**config.mk**
```make
export PLATFORM = sky130hd
export DESIGN_NAME = bus_transfer_sequencer
export DESIGN_NICKNAME = d
export VERILOG_FILES = /design/src/rtl/bus_transfer_sequencer.sv
export SDC_FILE = /design/constraint.sdc
export NUM_CORES = 1
export LEC_CHECK = 0
export ABC_AREA = 0
export BUFFER_PORTS_ARGS = -buffer_cell sky130_fd_sc_hd__buf_4
export CORE_MARGIN = 2
export CORE_UTILIZATION = 33
export DETAILED_ROUTE_END_ITERATION = 10
export HOLD_SLACK_MARGIN = 0.12
export PLACE_DENSITY = 0.57
export SLEW_MARGIN = 40
export SYNTH_ARGS = -nofsm -noshare
export SYNTH_HDL_FRONTEND = slang
export SYNTH_SLANG_ARGS = --single-unit
```
**constraint.sdc**
```tcl
create_clock -name bus_sequencer_clock -period 3.1 [get_ports bus_sequencer_clock]
set_input_delay 0 -clock bus_sequencer_clock [delete_from_list [all_inputs] [get_ports bus_sequencer_clock]]
set_output_delay 0 -clock bus_sequencer_clock [all_outputs]
set_load 0.02 [all_outputs]
```
**src/rtl/bus_transfer_sequencer.sv**
```systemverilog
// Sequences single register-to-register moves over a shared tri-state bus.
// Optional turnaround cycle after each completed transfer: define BUS_TURNAROUND_EN.
module bus_transfer_sequencer #(
   parameter int unsigned NUM_REGS = 8,
   parameter int unsigned SEL_W    = 3,
   parameter int unsigned CNT_W    = 16
) (
   input  logic                bus_sequencer_clock,
   input  logic                bus_sequencer_reset,
   input  logic                xfer_valid,
   output logic                xfer_ready,
   input  logic [SEL_W-1:0]    xfer_src,
   input  logic [SEL_W-1:0]    xfer_dst,
   output logic [NUM_REGS-1:0] reg_out_en,
   output logic [NUM_REGS-1:0] reg_in_en,
   output logic                xfer_done,
   output logic                xfer_error,
   output logic [CNT_W-1:0]    xfer_count
);

   typedef enum logic [2:0] {
      ST_IDLE,
      ST_DRIVE,
      ST_LATCH,
      ST_DONE,
`ifdef BUS_TURNAROUND_EN
      ST_TURN,
`endif
      ST_ERR
   } state_t;

   state_t           state;
   logic [SEL_W-1:0] src_q;
   logic [SEL_W-1:0] dst_q;
   logic             src_bad_c;
   logic             dst_bad_c;

   assign src_bad_c = 32'(xfer_src) >= NUM_REGS;
   assign dst_bad_c = 32'(xfer_dst) >= NUM_REGS;

   function automatic logic [NUM_REGS-1:0] sel_onehot(input logic [SEL_W-1:0] idx);
      return NUM_REGS'(1) << idx;
   endfunction

   // Outputs are set for the state being entered, so every output is a flop.
   always_ff @(posedge bus_sequencer_clock) begin
      if (bus_sequencer_reset) begin
         state      <= ST_IDLE;
         src_q      <= '0;
         dst_q      <= '0;
         xfer_ready <= 1'b1;
         reg_out_en <= '0;
         reg_in_en  <= '0;
         xfer_done  <= 1'b0;
         xfer_error <= 1'b0;
         xfer_count <= '0;
      end else begin
         case (state)
            ST_IDLE: begin
               if (xfer_valid) begin
                  src_q      <= xfer_src;
                  dst_q      <= xfer_dst;
                  xfer_ready <= 1'b0;
                  if (src_bad_c || dst_bad_c) begin
                     state      <= ST_ERR;
                     xfer_error <= 1'b1;
                  end else if (xfer_src == xfer_dst) begin
                     state      <= ST_DONE;
                     xfer_done  <= 1'b1;
                     xfer_count <= xfer_count + CNT_W'(1);
                  end else begin
                     state      <= ST_DRIVE;
                     reg_out_en <= sel_onehot(xfer_src);
                  end
               end
            end
            ST_DRIVE: begin
               state     <= ST_LATCH;
               reg_in_en <= sel_onehot(dst_q);
            end
            ST_LATCH: begin
               state      <= ST_DONE;
               reg_out_en <= '0;
               reg_in_en  <= '0;
               xfer_done  <= 1'b1;
               xfer_count <= xfer_count + CNT_W'(1);
            end
            ST_DONE: begin
               xfer_done <= 1'b0;
`ifdef BUS_TURNAROUND_EN
               state     <= ST_TURN;
`else
               state      <= ST_IDLE;
               xfer_ready <= 1'b1;
`endif
            end
`ifdef BUS_TURNAROUND_EN
            ST_TURN: begin
               state      <= ST_IDLE;
               xfer_ready <= 1'b1;
            end
`endif
            ST_ERR: begin
               state      <= ST_IDLE;
               xfer_error <= 1'b0;
               xfer_ready <= 1'b1;
            end
            default: begin
               state      <= ST_IDLE;
               reg_out_en <= '0;
               reg_in_en  <= '0;
               xfer_done  <= 1'b0;
               xfer_error <= 1'b0;
               xfer_ready <= 1'b1;
            end
         endcase
      end
   end

endmodule

```
==> results.py, run 1 <==
metrics = {
    "status": {
        "status": "finished, final reports clean",
    },
    "floorplan": {
        "die-area_mm2": 0.00603,
        "die_w_um": 77.6,
        "die-height_um": 77.6,
        "coreArea_mm2": 0.00517,
        "rows": 26,
        "ios": 44,
        "initial_utilization_pct": 34.6,
    },
    "global_route": {
        "grt_pass1_wl_mm": 7.03,
        "antenna_found_initial": 0,
        "grt_usage_pct": 14.2,
        "grt_overflow": 0,
        "first_global_vias": 1484,
        "grt_max_degree": 41,
    },
    "layout": {
        "n_antenna_cell": 0,
        "fin_area_mm2": 0.00235,
        "utilization_pct": 45.4,
        "nets": 271,
        "area_growth_pct": 31.1,
        "drive_gt1_share_pct": 20.7,
        "fin_cells": 326,
    },
    "setup_path": {
        "worstRegToRegCells": 8,
        "ff2ff_setup_slack_ns": 0.87,
        "crit_type": "flop to flop",
        "cp-end-kind": "flop",
        "crit_family": "buffers and inverters",
        "cp_max_fo": 14,
        "max_stage_delay_ns": 0.59,
        "critPathArrivalTime_ns": 2.43,
        "start_kind": "flop",
        "reg2reg_from": "state[1]",
        "worstPathBufferInverterCount": 3,
        "required_ns": 3.30,
        "cp_slowest_cell": "dlygate4sd3_1",
        "crit_path_cell_trace": "inv_1 > ha_1 > buf_4 > or3b_2 > nor2_1 > nand2_1 > dlygate4sd3_1 > o32ai_1",
        "r2r_end": "reg_out_en[3]",
    },
    "detailed_routing": {
        "dr.pass1.iters": 4,
        "via_per_inst": 5.16,
        "vias": 1683,
        "wl_met1_mm": 2.08,
        "routed_wl_mm": 4.19,
        "route.detailed.drc": 0,
        "maxUsedRoutingLayer": "met4",
        "antenna_left": 0,
        "met3WireLength_um": 224,
        "detailroute.wirelength.met2_mm": 1.86,
        "wl_per_cell_um": 12.9,
        "drt_iter0_markers": 165,
    },
    "synth": {
        "ys_seq_area_share_pct": 43.6,
        "synth_edf_count": 0,
        "synth.area.top_cells": "dfxtp_1 (44%), a21oi_1 (5.3%), o31ai_1 (4.6%)",
        "synthArstFlopShare_pct": 0,
        "synth_warnings": 0,
        "synthCells": 207,
        "synth.largest_area_cell": "dfxtp_1",
        "synth_seq_cells": 39,
        "syn_nets": 222,
        "synth_flop_cell": "dfxtp_1",
        "avgSynthCellArea_um2": 8.64,
        "synth_top_area_share_pct": 43.6,
        "syn_area_mm2": 0.00179,
        "synth_cell_types": 37,
    },
    "clock_network": {
        "numClockSinks": 39,
        "cts-root-buf": "clkbuf_8",
        "clockBufferDepth": 2,
        "cts_tree": "done",
        "postCtsSetupBuffers": 0,
        "cts_buffers": 5,
        "clkTransAtPathRegs_ns": 0.08,
        "post_cts_resized": 0,
        "h-tree-depth": 2,
        "cts_hold_repair.buffers": 11,
        "clock_latency_ns": 0.29,
    },
    "timing": {
        "timing.fmax_ghz": 0.448,
        "fin_skew_ns": 0.00664,
        "finalSetupViolations": 0,
        "rsz0062_at_grt": "false",
        "finalHoldViolCount": 0,
        "timing.hold.ws_ns": 0.138,
        "fin_setup_tns_ns": 0,
        "worst_pin_slew_ns": 0.606,
        "slew_violations": 0,
        "period_minus_slack_ns": 2.23,
        "post-route-period-util_pct": 72.0,
        "slew_headroom_pct": 59.5,
    },
    "worst_hold_path": {
        "hold_end": "reg_out_en[0]",
        "hold_class": "input pin to flop",
        "worstHoldPathCells": 3,
        "min_from": "xfer_src[0]",
    },
    "pwr": {
        "ir_worst_vdd_uv": 396,
        "p_leak_nw": 0.881,
        "p_per_area_mw_per_mm2": 602,
    },
    "job": {
        "max_cap_violations": 0,
    },
    "place": {
        "dp_hpwl_mm": 2.85,
        "gp_congestion": 0.755,
        "dpl_cell_area_mm2": 0.00215,
        "dpl.cell_count": 308,
        "port_buffers": 42,
    },
}
## per-stage QoR
stage	worst slack (ns)	power (mW)
2_1_floorplan	1.21	0.919
3_3_place_gp	0.875	1.05
3_5_place_dp	1.00	1.05
4_1_cts	0.882	1.43
5_1_grt	0.727	1.51
6_report	0.868	1.41
## Yosys cell counts, types with 2 or more instances
master and instances:
dfxtp_1 39, a21oi_1 19, nor2_1 16, inv_1 15
nand2_1 13, o31ai_1 11, or4_1 10, nand3_1 8
o32ai_1 8, a22oi_1 6, clkbuf_1 6, ha_1 6
nand4_1 5, or3_1 5, o21ai_0 4, xor2_1 4
buf_2 3, nor3_1 3, a32oi_1 2, and3_1 2
and4_1 2, buf_1 2, nor2b_1 2, o211ai_1 2
or3b_2 2
## state kept, by name, indices dropped and copies added, names as in the netlist
signal	flops
xfer_ready	1
xfer_done	1
xfer_count	16
reg_in_en	8
reg_out_en	8
state	2
dst_q	3
## cell type report
| class | count | area, µm² |
|---|---|---|
| clock buffers | 6 | 82.6 |
| clock inverters | 1 | 5.00 |
| fillers | 518 | 2830 |
| inverters | 16 | 60.1 |
| multi-input cells | 140 | 897 |
| flip-flops and latches | 39 | 781 |
| well taps | 70 | 87.6 |
| repair buffers | 54 | 433 |
## cell usage in the layout, fill, tap and decap left out, types with 2 or more instances in the layout
cell type      instances
buf_4                 43
dfxtp_1               39
a21oi_1               19
nor2_1                16
inv_1                 15
nand2_1               13
o31ai_1               11
dlygate4sd3_1         11
or4_1                 10
o32ai_1                8
nand3_1                8
a22oi_1                6
ha_1                   6
clkbuf_8               6
or3_1                  5
nand4_1                5
xor2_1                 4
o21ai_0                4
nor3_1                 3
and3_1                 2
nor2b_1                2
o211ai_1               2
a32oi_1                2
or3b_2                 2
and4_1                 2
## worst max-delay path by stage
stage,startpoint,to,slack (ns),cells past startpoint
floorplan,state[0],xfer_count[13],1.21,7
global placement,state[0],xfer_count[13],0.88,7
detailed placement,state[1],xfer_count[11],1.0,6
CTS,state[1],reg_out_en[3],0.88,8
global route,state[1],reg_out_en[3],0.73,8
finish,state[1],reg_out_en[3],0.87,8
## per-layer routing
metal / global-route usage, % / vias to the layer above
met1: 20.4 / 773
met2: 20.8 / 40
li1: - / 865
met5: 0 / -
met3: 3.72 / 5
met4: 4.29 / 0
## cells by family after synthesis
group / share of synthesized area [%]
mux: 0.559
compound gates: 22.2
fa+ha+maj: 4.20
xor+xnor: 1.96
flops: 43.6
simple gates: 20.9
other cells: 0.210
buf+inv: 6.29
## report_power, final
group          leakage, nW  internal [mW]  total [mW]  switching, mW
clock               0.0470          0.175       0.351          0.176
sequential           0.316          0.546       0.588         0.0425
combinational        0.518          0.181       0.474          0.293
total                0.881          0.902        1.41          0.512
## worst reg2reg max path: cells and delay by family (launching register included)
kind                       cells  cell delay, ns
DFF                            1            0.36
and+or+nand+nor                3            0.65
buffers and inverters          3            0.87
AOI/OAI and AO/OA              1            0.11
adders and majority gates      1            0.16
Power figures use the tool's default switching activity.
==> run 2, diff against run 1 <==
PLACE_DENSITY = 0.59   (was 0.57)
clock period = 1.9 ns   (was 3.1 ns; I/O delays follow)
==> run 2 against run 1 <==
  * Non-clock buffer count rose by 12
  * Critical endpoint is now xfer_count[5]
  * Design area is 12% higher
  * Critical path depth is 1 lower
  * Clock power increased by 97%
  * Final cell count is 4.0% higher
==> results.py, run 2 (synthesized netlist as in run 1, its figures left out) <==
metrics = {
    "place": {
        "gp_congestion": 0.782,
        "port_buffers": 42,
        "dpl.cell_count": 318,
        "dp_hpwl_mm": 2.93,
    },
    "timing": {
        "period_minus_slack_ns": 1.90,
        "finalSetupViolations": 0,
        "fin_skew_ns": 0.00481,
        "slew_violations": 0,
        "post-route-period-util_pct": 99.9,
        "finalHoldViolCount": 0,
        "fin_setup_tns_ns": 0,
        "slew_headroom_pct": 66.4,
        "worst_pin_slew_ns": 0.501,
        "timing.fmax_ghz": 0.527,
        "timing.hold.ws_ns": 0.146,
        "rsz0062_at_grt": "true",
    },
    "layout": {
        "utilization_pct": 50.6,
        "largest_reg_flops": 16,
        "layout_common_cells": "buf_4 (53), dfxtp_1 (37), nor2_1 (16)",
        "layout_commonest_cell": "buf_4",
        "fin_cells": 339,
        "drive_gt1_share_pct": 33.5,
        "fillers": 510,
        "n_antenna_cell": 0,
        "nets": 283,
        "top_register": "xfer_count",
        "biggestRegsByFlops": "xfer_count (16), reg_in_en (8), reg_out_en (8)",
        "area_growth_pct": 46.4,
    },
    "detailed_routing": {
        "wl_met1_mm": 2.19,
        "met3WireLength_um": 238,
        "wl_per_cell_um": 13.2,
        "dr.pass1.iters": 4,
        "vias": 1750,
        "detailroute.wirelength.met2_mm": 2.02,
        "maxUsedRoutingLayer": "met4",
        "via_per_inst": 5.16,
        "drt_iter0_markers": 116,
        "route.detailed.drc": 0,
        "routed_wl_mm": 4.49,
        "antenna_left": 0,
    },
    "global_route": {
        "antenna_found_initial": 0,
        "grt_pass1_wl_mm": 7.11,
        "grt_usage_pct": 14.6,
        "first_global_vias": 1483,
        "grt_overflow": 0,
        "grt_max_degree": 41,
    },
    "clock_network": {
        "cts-root-buf": "clkbuf_8",
        "h-tree-depth": 2,
        "cts_tree": "done",
        "clock_latency_ns": 0.29,
        "clkTransAtPathRegs_ns": 0.08,
        "cts_buffers": 5,
        "clockBufferDepth": 2,
        "numClockSinks": 39,
    },
    "pwr": {
        "intPower_mw": 1.80,
        "pwr-share-clk_pct": 25.2,
        "pwr-share-comb_pct": 40.3,
        "p_leak_nw": 0.991,
        "sw_frac_of_total_pct": 34.1,
        "power.share.sequential_pct": 34.5,
        "ir_worst_vdd_uv": 536,
        "p_per_area_mw_per_mm2": 1040,
        "p_sw_mw": 0.932,
        "finalPower_mw": 2.74,
    },
    "setup_path": {
        "start_kind": "flop",
        "required_ns": 2.13,
        "critPathArrivalTime_ns": 2.13,
        "crit_type": "flop to flop",
        "cp-end-kind": "flop",
        "cp_max_fo": 8,
    },
    "job": {
        "max_cap_violations": 0,
    },
    "worst_hold_path": {
        "hold_class": "input pin to flop",
    },
    "status": {
        "status": "finished, final reports clean",
    },
    "floorplan": {
        "rows": 26,
        "initial_utilization_pct": 34.6,
        "die-height_um": 77.6,
        "die-area_mm2": 0.00603,
        "die_w_um": 77.6,
        "ios": 44,
        "coreArea_mm2": 0.00517,
    },
}
run 2: changes by cell type in the layout (fill, tap and decap cells not counted), sizes merged:
cell and delta:
bufinv +1, buf +11, dlygate4sd3 -1, clkbuf +1, clkinv +1
run 2: cell type report:
type | instances | area, µm² | share of cell area [%]
timing repair buffer | 66 | 568 | 21.7
inverter | 16 | 60.1 | 2.29
clock buffer | 5 | 68.8 | 2.63
tap | 70 | 87.6 | 3.34
clock inverter | 3 | 43.8 | 1.67
multi-input combinational | 140 | 1010 | 38.5
sequential | 39 | 783 | 29.9
run 2: power by group through the flow:
stage	Clock, mW	Combinational (mW)	Sequential, mW
floorplan	0	0.481	1.02
global placement	0	0.916	0.954
detailed placement	0	0.921	0.953
CTS	0.716	0.961	0.939
global route	0.752	1.22	0.951
finish	0.690	1.10	0.942
run 2: what timing repair did:
action / in CTS / in global routing
gates resized for setup: 3 / 24
buffers inserted: 0 / 1
hold endpoints to repair: 20 / 0
pin swaps: 0 / 19
hold buffers: 10 / 0
endpoints found under the setup margin: 4 / 9
gates cloned: 0 / 2
run 2: metal layers:
metal / track usage [%] / vias up
li1: - / 889
met2: 22.5 / 40
met1: 19.5 / 818
met4: 4.82 / 0
met5: 0 / -
met3: 4.19 / 3
run 2: metrics by stage:
step / instance area, µm² / setup slack, ns
2_1_floorplan: 1790 / 0.0118
3_3_place_gp: 2230 / 0.0417
3_5_place_dp: 2230 / -0.0183
4_1_cts: 2450 / 0.00724
5_1_grt: 2620 / -0.0673
6_report: 2620 / 0.00216
run 2: critical path: stages (launching register included):
cell and delay, ns:
dfxtp_2 0.33, inv_2 0.07, ha_4 0.15, nand2_2 0.05, o41a_1 0.47, buf_12 0.18, or4_4 0.48, a21oi_2 0.12
run 2: final timing paths:
| kind | from | slack (ns) | endpoint | depth (start not counted) |
|---|---|---|---|---|
| worst max-delay path | state[1] | 0.002 | xfer_count[5] | 7 |
| worst min-delay path | xfer_src[0] | 0.15 | reg_out_en[0] | 3 |
| worst max register to register | state[1] | 0.002 | xfer_count[5] | 7 |
| worst min register to register | reg_out_en[2] | 0.47 | reg_out_en[2] | 2 |
==> run 3, diff against run 2 <==
BUFFER_PORTS_ARGS = -buffer_cell sky130_fd_sc_hd__buf_2   (was -buffer_cell sky130_fd_sc_hd__buf_4)
CORE_ASPECT_RATIO = 1.25   (was not set)
GPL_ROUTABILITY_DRIVEN = 0   (was not set)
==> run 3 against run 2 <==
  * Count of clock-buffer cells in the layout up 3
  * Clock skew fell by 0.0019 ns
  * Fmax is 0.85% higher
  * Clock power is 11% lower
  * First-iteration DRC count decreased by 40%
  * Sequential share of layout area is 2.3 points higher
  * Non-clock buffer count unchanged
  * Worst hold slack improved by 0.015 ns
  * Global-route usage up 0.45 points
  * Critical endpoint unchanged
  * Largest power group unchanged
==> results.py, run 3 (synthesized netlist as in run 1, its figures left out) <==
metrics = {
    "status": {
        "status": "finished, final reports clean",
    },
    "timing": {
        "post-route-period-util_pct": 99.0,
        "timing.hold.ws_ns": 0.162,
        "period_minus_slack_ns": 1.88,
        "worst_pin_slew_ns": 0.548,
        "timing.fmax_ghz": 0.531,
        "finalSetupViolations": 0,
        "rsz0062_at_grt": "true",
        "finalHoldViolCount": 0,
        "fin_skew_ns": 0.00291,
        "slew_headroom_pct": 63.5,
        "slew_violations": 0,
    },
    "setup_path": {
        "ff2ff_setup_slack_ns": 0.05,
        "critPathArrivalTime_ns": 2.10,
        "required_ns": 2.12,
        "reg2reg_from": "state[1]",
        "crit_type": "input pin to flop",
        "cp_max_fo": 14,
        "start_kind": "input pin",
        "worstRegToRegCells": 7,
        "r2r_end": "xfer_count[5]",
        "crit_start": "xfer_dst[1]",
        "cp-end-kind": "flop",
    },
    "layout": {
        "layout_common_cells": "buf_2 (41), dfxtp_1 (37), a21oi_1 (18)",
        "fin_cells": 333,
        "area_growth_pct": 36.0,
        "largest_reg_flops": 16,
        "layout_commonest_cell": "buf_2",
        "multi_input_area_um2": 958,
        "regArea_um2": 783,
        "top_register": "xfer_count",
        "drive_gt1_share_pct": 29.7,
        "nets": 283,
        "fillers": 553,
        "biggestRegsByFlops": "xfer_count (16), reg_in_en (8), reg_out_en (8)",
        "n_antenna_cell": 0,
    },
    "detailed_routing": {
        "routed_wl_mm": 4.57,
        "maxUsedRoutingLayer": "met4",
        "detailroute.wirelength.met2_mm": 2.28,
        "dr.pass1.iters": 4,
        "wl_met1_mm": 2.03,
        "route.detailed.drc": 0,
        "drt_iter0_markers": 70,
        "met3WireLength_um": 185,
        "antenna_left": 0,
        "via_per_inst": 5.31,
        "wl_per_cell_um": 13.7,
        "vias": 1769,
    },
    "global_route": {
        "first_global_vias": 1591,
        "antenna_found_initial": 0,
        "grt_overflow": 0,
        "grt_pass1_wl_mm": 7.32,
        "grt_max_degree": 29,
        "grt_usage_pct": 15.0,
    },
    "place": {
        "dp_hpwl_mm": 3.01,
        "port_buffers": 42,
        "dpl.cell_count": 312,
    },
    "pwr": {
        "p_leak_nw": 0.969,
        "pwr-share-clk_pct": 23.4,
        "intPower_mw": 1.71,
        "p_per_area_mw_per_mm2": 1080,
        "ir_worst_vdd_uv": 586,
        "sw_frac_of_total_pct": 34.9,
        "p_sw_mw": 0.916,
        "power.share.sequential_pct": 35.8,
        "pwr-share-comb_pct": 40.8,
    },
    "floorplan": {
        "die_w_um": 69.9,
        "ios": 44,
        "die-area_mm2": 0.00603,
        "rows": 30,
        "die-height_um": 86.3,
        "coreArea_mm2": 0.00533,
        "initial_utilization_pct": 33.6,
    },
    "worst_hold_path": {
        "worstHoldPathCells": 3,
        "hold_class": "input pin to flop",
        "hold_end": "reg_out_en[0]",
        "min_from": "xfer_src[0]",
    },
    "clock_network": {
        "clkTransAtPathRegs_ns": 0.07,
        "cts_buffers": 5,
        "cts-root-buf": "clkbuf_8",
        "cts_tree": "done",
        "h-tree-depth": 2,
        "clock_latency_ns": 0.29,
        "clockBufferDepth": 2,
        "numClockSinks": 39,
    },
    "job": {
        "max_cap_violations": 0,
    },
}
-- run 3: cell count changes in the layout (fill, tap and decap cells not counted), moves of 4 or more --
cell     delta
buf_4      -40
a21oi_2     -4
o31ai_1     +5
o31ai_2     -5
a21oi_1     +4
buf_2      +41
-- run 3: final cells by class --
class | count | share of cell area (%)
multi-input combinational | 140 | 39.4
sequential | 39 | 32.2
timing repair buffer | 66 | 18.6
clock buffer | 8 | 4.11
tap | 64 | 3.29
inverter | 16 | 2.47
-- run 3: layer usage --
metal  vias up  track usage [%]
met3         6             4.42
met1       841             17.8
met2        33             26.0
met4         0             5.24
met5         -                0
li1        889                -
-- run 3: power groups by stage --
stage | logic, mW | registers, mW | clock network (mW)
after floorplan | 0.481 | 1.02 | 0
after global placement | 0.866 | 0.953 | 0
after detailed placement | 0.878 | 0.954 | 0
after CTS | 1.04 | 0.940 | 0.630
after global routing | 1.17 | 0.953 | 0.661
final | 1.07 | 0.941 | 0.614
-- run 3: per-stage QoR --
stage          TNS [ns]  util [%]  area (µm²)  total power, mW  setup WS [ns]
2_1_floorplan         0         -        1790             1.50         0.0118
3_3_place_gp          0      39.8        2120             1.82         0.0674
3_5_place_dp   -0.00661      39.8        2120             1.83       -0.00661
4_1_cts               0      45.0        2400             2.61        0.00343
5_1_grt          -0.160      45.7        2430             2.79        -0.0221
6_report              0      45.7        2430             2.63         0.0181
-- run 3: repair_timing --
item,in CTS,in global routing
setup endpoints to repair,3,14
resized for setup,10,9
buffers inserted,3,0
pin swaps,3,1
gates cloned,1,0
hold endpoints to repair,12,0
hold buffers,9,0
-- run 3: worst max-delay path by stage --
stage                     end  slack (ns)  cells after the start
2_1_floorplan  xfer_count[13]        0.01                      7
3_3_place_gp   xfer_count[13]        0.07                      7
3_5_place_dp    xfer_count[9]      -0.007                      7
4_1_cts         xfer_count[9]       0.003                      7
5_1_grt        xfer_count[13]       -0.02                      7
6_report        xfer_count[5]        0.02                      7
-- run 3: worst max-delay path: stages --
cell	delay, ns
dlygate4sd3_1	0.53
buf_2	0.15
xor2_2	0.18
o41a_1	0.43
buf_12	0.17
or4_1	0.50
a21oi_1	0.15
